**src/rtl/lcd_pkg.sv**
```systemverilog
// Shared constants and helpers for the board-button / display slice.
package lcd_pkg;

    localparam int CNT_WRAP = 0;
    localparam int CNT_SAT  = 1;

    typedef enum logic [1:0] {
        STEP_NONE = 2'd0,
        STEP_UP   = 2'd1,
        STEP_DOWN = 2'd2,
        STEP_CLR  = 2'd3
    } step_e;

    // Bits needed to hold values 0..value-1; never less than one bit.
    function automatic int clog2(input int value);
        int r;
        r = 1;
        for (int i = 1; i < 31; i++) begin
            if ((32'sd1 << i) < value) begin
                r = i + 1;
            end
        end
        return r;
    endfunction

endpackage

```
**src/rtl/btn_conditioner.sv**
```systemverilog
// Raw button to one-cycle press pulses: 2-flop synchroniser, debounce,
// rising-edge detect and optional hold-to-repeat.
module btn_conditioner
    import lcd_pkg::*;
#(
    parameter int DEB_CYCLES    = 1000000,
    parameter int HOLD_CYCLES   = 0,
    parameter int REPEAT_CYCLES = 1
) (
    input  logic clk,
    input  logic rst,
    input  logic btn,
    output logic press
);

    localparam int DEB_W = clog2(DEB_CYCLES);
    localparam logic [DEB_W-1:0] DEB_LAST = DEB_W'(DEB_CYCLES - 1);

    logic [1:0]       sync_r;
    logic [DEB_W-1:0] deb_cnt_r;
    logic             deb_r;
    logic             deb_prev_r;
    logic             press_r;
    logic             rep_fire_s;

    // Synchroniser, stable-level debounce counter and press register.
    always_ff @(posedge clk) begin
        if (rst) begin
            sync_r     <= 2'b00;
            deb_cnt_r  <= '0;
            deb_r      <= 1'b0;
            deb_prev_r <= 1'b0;
            press_r    <= 1'b0;
        end else begin
            sync_r     <= {sync_r[0], btn};
            if (sync_r[1] == deb_r) begin
                deb_cnt_r <= '0;
            end else if (deb_cnt_r == DEB_LAST) begin
                deb_cnt_r <= '0;
                deb_r     <= ~deb_r;
            end else begin
                deb_cnt_r <= deb_cnt_r + DEB_W'(1);
            end
            deb_prev_r <= deb_r;
            press_r    <= (deb_r & ~deb_prev_r) | rep_fire_s;
        end
    end

    if (HOLD_CYCLES > 0) begin : g_repeat
        localparam int HOLD_W = clog2(HOLD_CYCLES + 1);
        localparam int REP_W  = clog2(REPEAT_CYCLES);
        localparam logic [HOLD_W-1:0] HOLD_MAX = HOLD_W'(HOLD_CYCLES);
        localparam logic [REP_W-1:0]  REP_LAST = REP_W'(REPEAT_CYCLES - 1);

        logic [HOLD_W-1:0] hold_cnt_r;
        logic [REP_W-1:0]  rep_cnt_r;

        // Hold timer saturates at HOLD_CYCLES, then the repeat phase counter cycles.
        always_ff @(posedge clk) begin
            if (rst || !deb_r) begin
                hold_cnt_r <= '0;
                rep_cnt_r  <= '0;
            end else if (hold_cnt_r != HOLD_MAX) begin
                hold_cnt_r <= hold_cnt_r + HOLD_W'(1);
            end else if (rep_cnt_r == REP_LAST) begin
                rep_cnt_r <= '0;
            end else begin
                rep_cnt_r <= rep_cnt_r + REP_W'(1);
            end
        end

        assign rep_fire_s = deb_r && (hold_cnt_r == HOLD_MAX) && (rep_cnt_r == '0);
    end else begin : g_no_repeat
        assign rep_fire_s = 1'b0;
    end

    assign press = press_r;

endmodule

```
**src/rtl/btn_counter.sv**
```systemverilog
// Button-driven modulo up/down counter with wrap or saturate at the limits.
module btn_counter
    import lcd_pkg::*;
#(
    parameter int WIDTH         = 4,
    parameter int MODULUS       = 16,
    parameter int SATURATE      = 0,
    parameter int DEB_CYCLES    = 1000000,
    parameter int HOLD_CYCLES   = 50000000,
    parameter int REPEAT_CYCLES = 10000000
) (
    input  logic             clk,
    input  logic             rst,
    input  logic             btn_up,
    input  logic             btn_down,
    input  logic             btn_clr,
    output logic [WIDTH-1:0] count,
    output logic             carry,
    output logic             borrow,
    output logic             at_max,
    output logic             at_min
);

    localparam logic [WIDTH-1:0] CNT_MAX = WIDTH'(MODULUS - 1);

    logic             up_press_s;
    logic             down_press_s;
    logic             clr_press_s;
    step_e            step_s;
    logic [WIDTH-1:0] count_next_s;
    logic             carry_next_s;
    logic             borrow_next_s;
    logic [WIDTH-1:0] count_r;
    logic             carry_r;
    logic             borrow_r;

    btn_conditioner #(
        .DEB_CYCLES   (DEB_CYCLES),
        .HOLD_CYCLES  (HOLD_CYCLES),
        .REPEAT_CYCLES(REPEAT_CYCLES)
    ) u_up (.clk(clk), .rst(rst), .btn(btn_up), .press(up_press_s));

    btn_conditioner #(
        .DEB_CYCLES   (DEB_CYCLES),
        .HOLD_CYCLES  (HOLD_CYCLES),
        .REPEAT_CYCLES(REPEAT_CYCLES)
    ) u_down (.clk(clk), .rst(rst), .btn(btn_down), .press(down_press_s));

    btn_conditioner #(
        .DEB_CYCLES   (DEB_CYCLES),
        .HOLD_CYCLES  (0),
        .REPEAT_CYCLES(1)
    ) u_clr (.clk(clk), .rst(rst), .btn(btn_clr), .press(clr_press_s));

    // Clear wins; opposing up/down presses in one cycle cancel.
    always_comb begin
        step_s = STEP_NONE;
        if (clr_press_s) begin
            step_s = STEP_CLR;
        end else if (up_press_s && !down_press_s) begin
            step_s = STEP_UP;
        end else if (down_press_s && !up_press_s) begin
            step_s = STEP_DOWN;
        end else begin
            step_s = STEP_NONE;
        end
    end

    // Limits are checked before stepping so count never leaves 0..MODULUS-1.
    always_comb begin
        count_next_s  = count_r;
        carry_next_s  = 1'b0;
        borrow_next_s = 1'b0;
        case (step_s)
            STEP_CLR: begin
                count_next_s = '0;
            end
            STEP_UP: begin
                if (count_r != CNT_MAX) begin
                    count_next_s = count_r + WIDTH'(1);
                end else if (SATURATE == CNT_SAT) begin
                    count_next_s = count_r;
                end else begin
                    count_next_s = '0;
                    carry_next_s = 1'b1;
                end
            end
            STEP_DOWN: begin
                if (count_r != '0) begin
                    count_next_s = count_r - WIDTH'(1);
                end else if (SATURATE == CNT_SAT) begin
                    count_next_s = count_r;
                end else begin
                    count_next_s  = CNT_MAX;
                    borrow_next_s = 1'b1;
                end
            end
            default: begin
                count_next_s = count_r;
            end
        endcase
    end

    // Count and wrap pulses are registered.
    always_ff @(posedge clk) begin
        if (rst) begin
            count_r  <= '0;
            carry_r  <= 1'b0;
            borrow_r <= 1'b0;
        end else begin
            count_r  <= count_next_s;
            carry_r  <= carry_next_s;
            borrow_r <= borrow_next_s;
        end
    end

    assign count  = count_r;
    assign carry  = carry_r;
    assign borrow = borrow_r;
    assign at_max = (count_r == CNT_MAX);
    assign at_min = (count_r == '0);

endmodule

```
**config.mk**
```make
export PLATFORM = sky130hd
export DESIGN_NAME = btn_counter
export DESIGN_NICKNAME = d
export VERILOG_FILES = /design/src/rtl/lcd_pkg.sv /design/src/rtl/btn_conditioner.sv /design/src/rtl/btn_counter.sv
export SDC_FILE = /design/constraint.sdc
export NUM_CORES = 1
export LEC_CHECK = 0
export ABC_AREA = 1
export ABC_CLOCK_PERIOD_IN_PS = 2850
export CAP_MARGIN = 15
export CORE_MARGIN = 4
export CORE_UTILIZATION = 57
export DETAILED_ROUTE_END_ITERATION = 8
export PLACE_DENSITY = 0.73
export SLEW_MARGIN = 20
export SYNTH_ARGS = -nofsm -noshare
export SYNTH_HDL_FRONTEND = slang
export SYNTH_SLANG_ARGS = --single-unit
```
**constraint.sdc**
```tcl
create_clock -name clk -period 2.85 [get_ports clk]
set_clock_uncertainty 0.2 [all_clocks]
set_input_delay 0.4275 -clock clk [delete_from_list [all_inputs] [get_ports clk]]
set_output_delay 0.4275 -clock clk [all_outputs]
set_load 0.1 [all_outputs]
```
==> qor.yml <==
antenna_found_initial: 0
clk_latency_ns: 0.43
drc: 0
synth_edf_count: 0
min_period_ns: 2.27
final_layout_size_suffix_gt1_frac: 0.0554
htreeDepth: 4
cts_tree: "yes"
grt_pass1_wl_mm: 39.1
total_power_uw: 4850
ys_warn_count: 0
irDropWorstVdd_mv: 0.423
p_per_area_mw_per_mm2: 449
start_kind: "register"
netSwitchingPower_uw: 1040
crit_fanout: 6
std_cell_rows: 48
outcome: "finished clean"
finalHoldViolCount: 0
overflow: 0
grt_usage: 0.232
cp_data_arrival_time_ns: 1.65
grt_max_degree: 29
slew_headroom: 0.547
cts_buffer_depth: 2
portBuffers: 12
ys_ff_latch: 181
antennaDiodeCount: 0
p_comb_frac: 0.005
clkPwrFrac: 0.472
die_x_um: 140
power.share.sequential: 0.523
vias_per_cell: 5.34
syn_area_mm2: 0.00994
cellLeakagePower_uw: 0.00359
clk_pin_slew_ns: 0.06
syn_avg_cell_area_um2: 6.43
grt_setup_unrepaired: "false"
p_int_uw: 3810
min_period_over_period: 0.798
fp.dieH_um: 140
dp_slack_ns: 0.525
ant_nets: 0
drt_iter0_markers: 596
syn-instance-count: 1546
slew_violations: 0
worstMarginPinSlew_ns: 0.678
crit_path_end_kind: "primary output"
firstDrtPassIters: 5
ctsResizeCount: 0
hold_buffers: 0
slowest_stage: "dfxtp_1"
async_reset_ff_frac: 0
fmax_mhz: 440
routedWlPerCell_um: 12.6
cts_num_sinks: 181
tns_ns: 0
synth_nets: 1567
start_util: 0.579
yosysUniqueCellTypes: 42
synth_seq_area_share: 0.364
area_growth_pct: 8.68
nets: 1579
seqCellArea_mm2: 0.00362
wl_mm: 22.5
core_mm2: 0.0172
maxCapViolCount: 0
fillCellCount: 1665
grt_pass1_vias: 8775
setup_violations: 0
ys.flop_type: "dfxtp_1"
max_stage_delay_ns: 0.42
dp_hpwl_mm: 16.7
cp_cell_sequence: "ha_1, nand2_1, inv_1, nand2_1, inv_1, buf_4"
num_vias: 9584
worst-path-buf-inv: 3
place_area_mm2: 0.0102
criticalPathCategory: "reg2out"
io_pins: 13
critPathTopFamily: "buffers and inverters"
hold_path_class: "reg2reg"
final_area_mm2: 0.0108
cts_root_buffer: "clkbuf_16"
swShare: 0.215
multi_input_area_mm2: 0.00547
gp_congestion: 0.934
numCtsBuffers: 17
die-area_mm2: 0.0196
setup_slack_ns: 0.575
post_cts_buffers: 0
cp.required_ns: 2.22
logic make-up (layout without fill, tap and decap cells):
logic type	Yosys count	count (layout)	share of synthesized area
xor+xnor	28	28	0.0247
fa+ha+maj	16	16	0.0201
simple gates	940	940	0.420
flops	181	181	0.364
compound gates	166	166	0.0853
buf+inv	215	240	0.0857
state kept, by name (all words and copies together), names as in the netlist, 2 cells and up:
register,flops
u_down.sync_r,2
u_clr.deb_cnt_r,20
u_clr.sync_r,2
count,4
u_up.g_repeat.rep_cnt_r,24
u_down.deb_cnt_r,20
u_down.g_repeat.rep_cnt_r,24
u_up.sync_r,2
u_up.g_repeat.hold_cnt_r,26
u_down.g_repeat.hold_cnt_r,26
u_up.deb_cnt_r,20
power groups by stage:
stage,registers [uW],logic (uW),clock network [uW]
final,2540,25.0,2290
after CTS,2540,25.4,2350
after detailed placement,2590,25.3,0
after global routing,2540,28.5,2450
after floorplan,2590,15.8,0
after global placement,2590,25.1,0
layer usage:
metal	track usage	wire length (um)	up-vias
met1	0.313	10700	4281
met4	0.0586	357	0
li1	-	-	5056
met5	0	0	-
met2	0.387	10500	211
met3	0.0403	965	36
final cells by class:
cell class | instances | share of cell area
Clock inverter | 12 | 0.0111
Inverter | 191 | 0.0663
Clock buffer | 20 | 0.0423
Multi-Input combinational cell | 1150 | 0.506
Sequential cell | 181 | 0.335
Timing Repair Buffer | 17 | 0.0127
Tap cell | 225 | 0.0261
synth_stat cells (2+ instances only):
library cell  count  share of area
nor2_4            5         0.0057
buf_4             3         0.0023
o22ai_1           3         0.0019
nand2_2           4         0.0025
nand3b_1          6         0.0045
clkbuf_1          8         0.0030
buf_2             7         0.0035
nand3_1         112          0.056
nor2_8            2         0.0040
inv_2             6         0.0023
and3_1            5         0.0031
inv_1           183          0.069
nand2_1         360           0.14
nor2_2           11         0.0069
nand4_1          66          0.042
nand4_2           2         0.0025
or2_2             7         0.0044
nor2_1          270           0.10
o21ai_0          48          0.024
buf_6             3         0.0034
dfxtp_1         181           0.36
nor3b_1           4         0.0030
nor4_1            6         0.0038
clkbuf_2          2         0.0010
a21oi_1         108          0.054
xor2_1           17          0.015
nand3_2           3         0.0030
clkinv_1          2        0.00076
nor3_1           74          0.037
xnor2_1          11         0.0097
ha_1             16          0.020
through the flow:
stage	cells	hold WS (ns)	utilization
final	1796	0.188	0.629
after global routing	1796	0.211	0.629
after CTS	1796	0.194	0.629
after detailed placement	1764	0.185	0.596
after global placement	1764	0.183	0.596
after floorplan	1546	0.173	-
worst register-to-register path: cells and delay by family, from the launching register on:
| family | cells | cell delay (ns) |
|---|---|---|
| AND/OR/NAND/NOR | 4 | 1.03 |
| AO/OA/AOI/OAI | 1 | 0.08 |
| adder cells (fa/ha/maj) | 1 | 0.37 |
| flip-flops | 1 | 0.41 |
worst paths after layout:
check | start | endpoint | slack, ns | depth (start not counted)
worst max-delay path | count[0]$_SDFFE_PP0P_ | at_max | 0.58 | 6
worst min-delay path | u_clr.deb_prev_r$_SDFF_PP0_ | u_clr.press$_SDFF_PP0_ | 0.19 | 1
worst max register to register | u_up.g_repeat.rep_cnt_r[0]$_SDFFE_PP0N_ | u_up.g_repeat.rep_cnt_r[3]$_SDFFE_PP0N_ | 0.65 | 6
worst min register to register | u_clr.deb_prev_r$_SDFF_PP0_ | u_clr.press$_SDFF_PP0_ | 0.19 | 1
cells in the final DEF (no fill, tap or decap), drive strengths merged, types with 3 or more instances in the layout:
| cell type | synthesis | final |
|---|---|---|
| ha | 16 | 16 |
| nor4 | 6 | 6 |
| xor2 | 17 | 17 |
| or2 | 8 | 8 |
| dfxtp | 181 | 181 |
| o22ai | 3 | 3 |
| clkinv | 2 | 5 |
| buf | 14 | 13 |
| nor3b | 4 | 4 |
| a21oi | 108 | 108 |
| nand3b | 6 | 6 |
| clkbuf | 10 | 20 |
| nand2 | 364 | 364 |
| nor3 | 76 | 76 |
| nand3 | 115 | 115 |
| clkdlybuf4s50 | 0 | 4 |
| nand4 | 68 | 68 |
| inv | 189 | 193 |
| nor2 | 288 | 288 |
| o21ai | 49 | 49 |
| and3 | 5 | 5 |
| clkinvlp | 0 | 4 |
| xnor2 | 11 | 11 |
Note: power is estimated with default switching activity, not from simulation.
==> variant, RTL diff (config.mk and constraints unchanged) <==
Register the inputs `btn_up`, `btn_down` and `btn_clr` before use. The logic sees them one clock later.
--- a/src/rtl/btn_counter.sv
+++ b/src/rtl/btn_counter.sv
@@ -24,4 +24,14 @@
     localparam logic [WIDTH-1:0] CNT_MAX = WIDTH'(MODULUS - 1);
 
+    logic btn_up_q;
+    logic btn_down_q;
+    logic btn_clr_q;
+
+    always_ff @(posedge clk) begin
+        btn_up_q   <= btn_up;
+        btn_down_q <= btn_down;
+        btn_clr_q  <= btn_clr;
+    end
+
     logic             up_press_s;
     logic             down_press_s;
@@ -39,5 +49,5 @@
         .HOLD_CYCLES  (HOLD_CYCLES),
         .REPEAT_CYCLES(REPEAT_CYCLES)
-    ) u_up (.clk(clk), .rst(rst), .btn(btn_up), .press(up_press_s));
+    ) u_up (.clk(clk), .rst(rst), .btn(btn_up_q), .press(up_press_s));
 
     btn_conditioner #(
@@ -45,5 +55,5 @@
         .HOLD_CYCLES  (HOLD_CYCLES),
         .REPEAT_CYCLES(REPEAT_CYCLES)
-    ) u_down (.clk(clk), .rst(rst), .btn(btn_down), .press(down_press_s));
+    ) u_down (.clk(clk), .rst(rst), .btn(btn_down_q), .press(down_press_s));
 
     btn_conditioner #(
@@ -51,5 +61,5 @@
         .HOLD_CYCLES  (0),
         .REPEAT_CYCLES(1)
-    ) u_clr (.clk(clk), .rst(rst), .btn(btn_clr), .press(clr_press_s));
+    ) u_clr (.clk(clk), .rst(rst), .btn(btn_clr_q), .press(clr_press_s));
 
     // Clear wins; opposing up/down presses in one cycle cancel.
Function: same outputs for any inputs over 10 cycles, from zero or initial values and one cycle with rst high; that may be too few to reach the edited logic, so the function may still have changed.
==> variant against the unedited design <==
- first-iteration DRC count decreased by 18%
- total power is 4.4% higher
- clock power up 7%
- sequential cell count increased by 3
- wire length is 2.0% higher
- via count is 0.98% higher
- cell area rose by 1.1%
- count of clock-buffer cells in the layout is 1 lower
- worst setup slack worse by 29 ps
- register-to-register slack got worse by 100 ps
- area after synthesis is 0.89% higher
- critical path type is now reg -> reg
- largest cell class unchanged
- largest power group unchanged
==> variant: results (changes against the unedited design) <==
run_status:
  status: "completed"  # unchanged
clock_network:
  postCtsSetupBuffers: 0  # unchanged
  clk_pin_slew_ps: 70
  post_cts_resized: 0  # unchanged
  worstSkewPairLatency_ps: 430  # about the same
  cts_buffers: 17  # unchanged
  clockRootBuffer: "clkbuf_16"  # unchanged
  cts_max_level: 4  # unchanged
  clk_path_buf_depth: 2  # unchanged
timing:
  worst_pin_slew_ps: 979  # was 678 ps
  hold_slack_ps: 189  # was 188 ps
global_route:
  grt_pass1_vias: 8776  # was 8,775
  antenna_found_initial: 0  # unchanged
  grt_max_degree: 26  # was 29
  grt_pass1_wl_mm: 39.0  # was 39.1 mm
  track_usage_pct: 23.2  # about the same
yosys:
  synth.top_cells.by_count: "nand2_1, nor2_1, inv_1"  # unchanged
  synthArstFlopShare_pct: 0  # unchanged
  synth_area_leaders: "dfxtp_1, nand2_1, nor2_1"  # unchanged
  synthCells: 1539  # was 1,546
  synth_cell_types: 45  # was 42
  syn_nets: 1560  # was 1,567
  synth_warnings: 0  # unchanged
  yosysSeqAreaShare_pct: 36.7  # was 36.4%
finish:
  drive_above_1_share_pct: 5.95  # was 5.54%
  n_antenna_cell: 0  # unchanged
  reg.largest.list: "u_down.g_repeat.hold_cnt_r x26, u_up.g_repeat.hold_cnt_r x26"  # unchanged
worst_hold_path:
  hold_depth: 1  # unchanged
  hold_path_class: "reg -> reg"  # unchanged
  hold_path_startpoint: "u_clr.deb_prev_r"  # unchanged
  min_to: "u_clr.press"  # unchanged
critical_path:
  r2r_end: "u_down.g_repeat.rep_cnt_r[10]"  # was u_up.g_repeat.rep_cnt_r[3]
  cp_top_family: "simple AND/OR/NAND/NOR gates"  # was buffers and inverters
  worst_path_max_delay_cell: "dfxtp_1"  # unchanged
  max_stage_delay_ps: 440  # was 420 ps
  crit_arrival_ps: 2430  # was 1650 ps
  crit_path_max_fanout: 5  # was 6
  reg2reg_from: "u_down.g_repeat.rep_cnt_r[0]"  # was u_up.g_repeat.rep_cnt_r[0]
  ff2ff_setup_slack_ps: 550  # was 650 ps
  ff2ff_path_depth: 10  # was 6
power:
  leakagePower_nw: 3.75  # was 3.59 nW
  ir_drop_v: 0.000465  # was 0.000423 V
route:
  first_iter_violations: 487  # was 596
  drtPass1Iterations: 7  # was 5
  dr_total_vias: 9678  # was 9,584
  vias_per_cell: 5.41  # was 5.34
  wl_mm: 23.0  # was 22.5 mm
placement:
  port-buffer-count: 12  # unchanged
  gp_congestion: 0.967  # was 0.934
  hpwl_mm: 16.9  # was 16.7 mm
[variant: through the flow]
stage	util, %	area (µm²)	setup WS, ps	total power (W)
after floorplan	-	10000	62.5	0.00266
after global placement	59.6	10300	387	0.00267
after detailed placement	59.6	10300	359	0.00267
after CTS	63.2	10900	569	0.00512
after global routing	63.2	10900	351	0.00523
final	63.2	10900	546	0.00506
[variant: cells by family after synthesis]
kind of cell             count (synthesis)  share of synthesized area [%]
buffers and inverters                  226                           8.94
adder cells (fa/ha/maj)                 16                           2.00
XOR/XNOR                                31                           2.71
AND/OR/NAND/NOR                        917                           40.9
flip-flops                             184                           36.7
AO/OA/AOI/OAI                          165                           8.69
[variant: cell type report]
type,instances,area (µm²)
fill,1660,6370
multi-input combinational,1129,5450
sequential,184,3680
inverter,203,763
clock buffer,19,443
tap,225,282
clock inverter,13,169
timing repair buffer,16,130
[variant: worst max-delay path by stage]
stage	startpoint	to	slack, ps	cells after the start
2_1_floorplan	count[0]	at_max	60	3
3_3_place_gp	rst	u_clr.deb_cnt_r[13]	390	7
3_5_place_dp	rst	u_clr.deb_cnt_r[14]	360	7
4_1_cts	u_clr.deb_cnt_r[0]	u_clr.deb_cnt_r[19]	570	8
5_1_grt	u_up.g_repeat.rep_cnt_r[0]	u_up.g_repeat.rep_cnt_r[3]	350	10
6_report	u_down.g_repeat.rep_cnt_r[0]	u_down.g_repeat.rep_cnt_r[10]	550	10
[variant: metal layers]
metal | global-route usage [%] | part of all wire (%) | vias up
li1 | - | - | 5015
met1 | 29.9 | 45 | 4399
met2 | 40.2 | 49 | 227
met3 | 3.26 | 5.1 | 37
met4 | 7.65 | 1.6 | 0
met5 | 0 | 0 | -
[variant: report_power, final]
group	internal [W]	switching [W]
registers	0.00258	0.00000401
logic	0.00000955	0.0000156
clock network	0.00141	0.00105
total	0.00400	0.00106
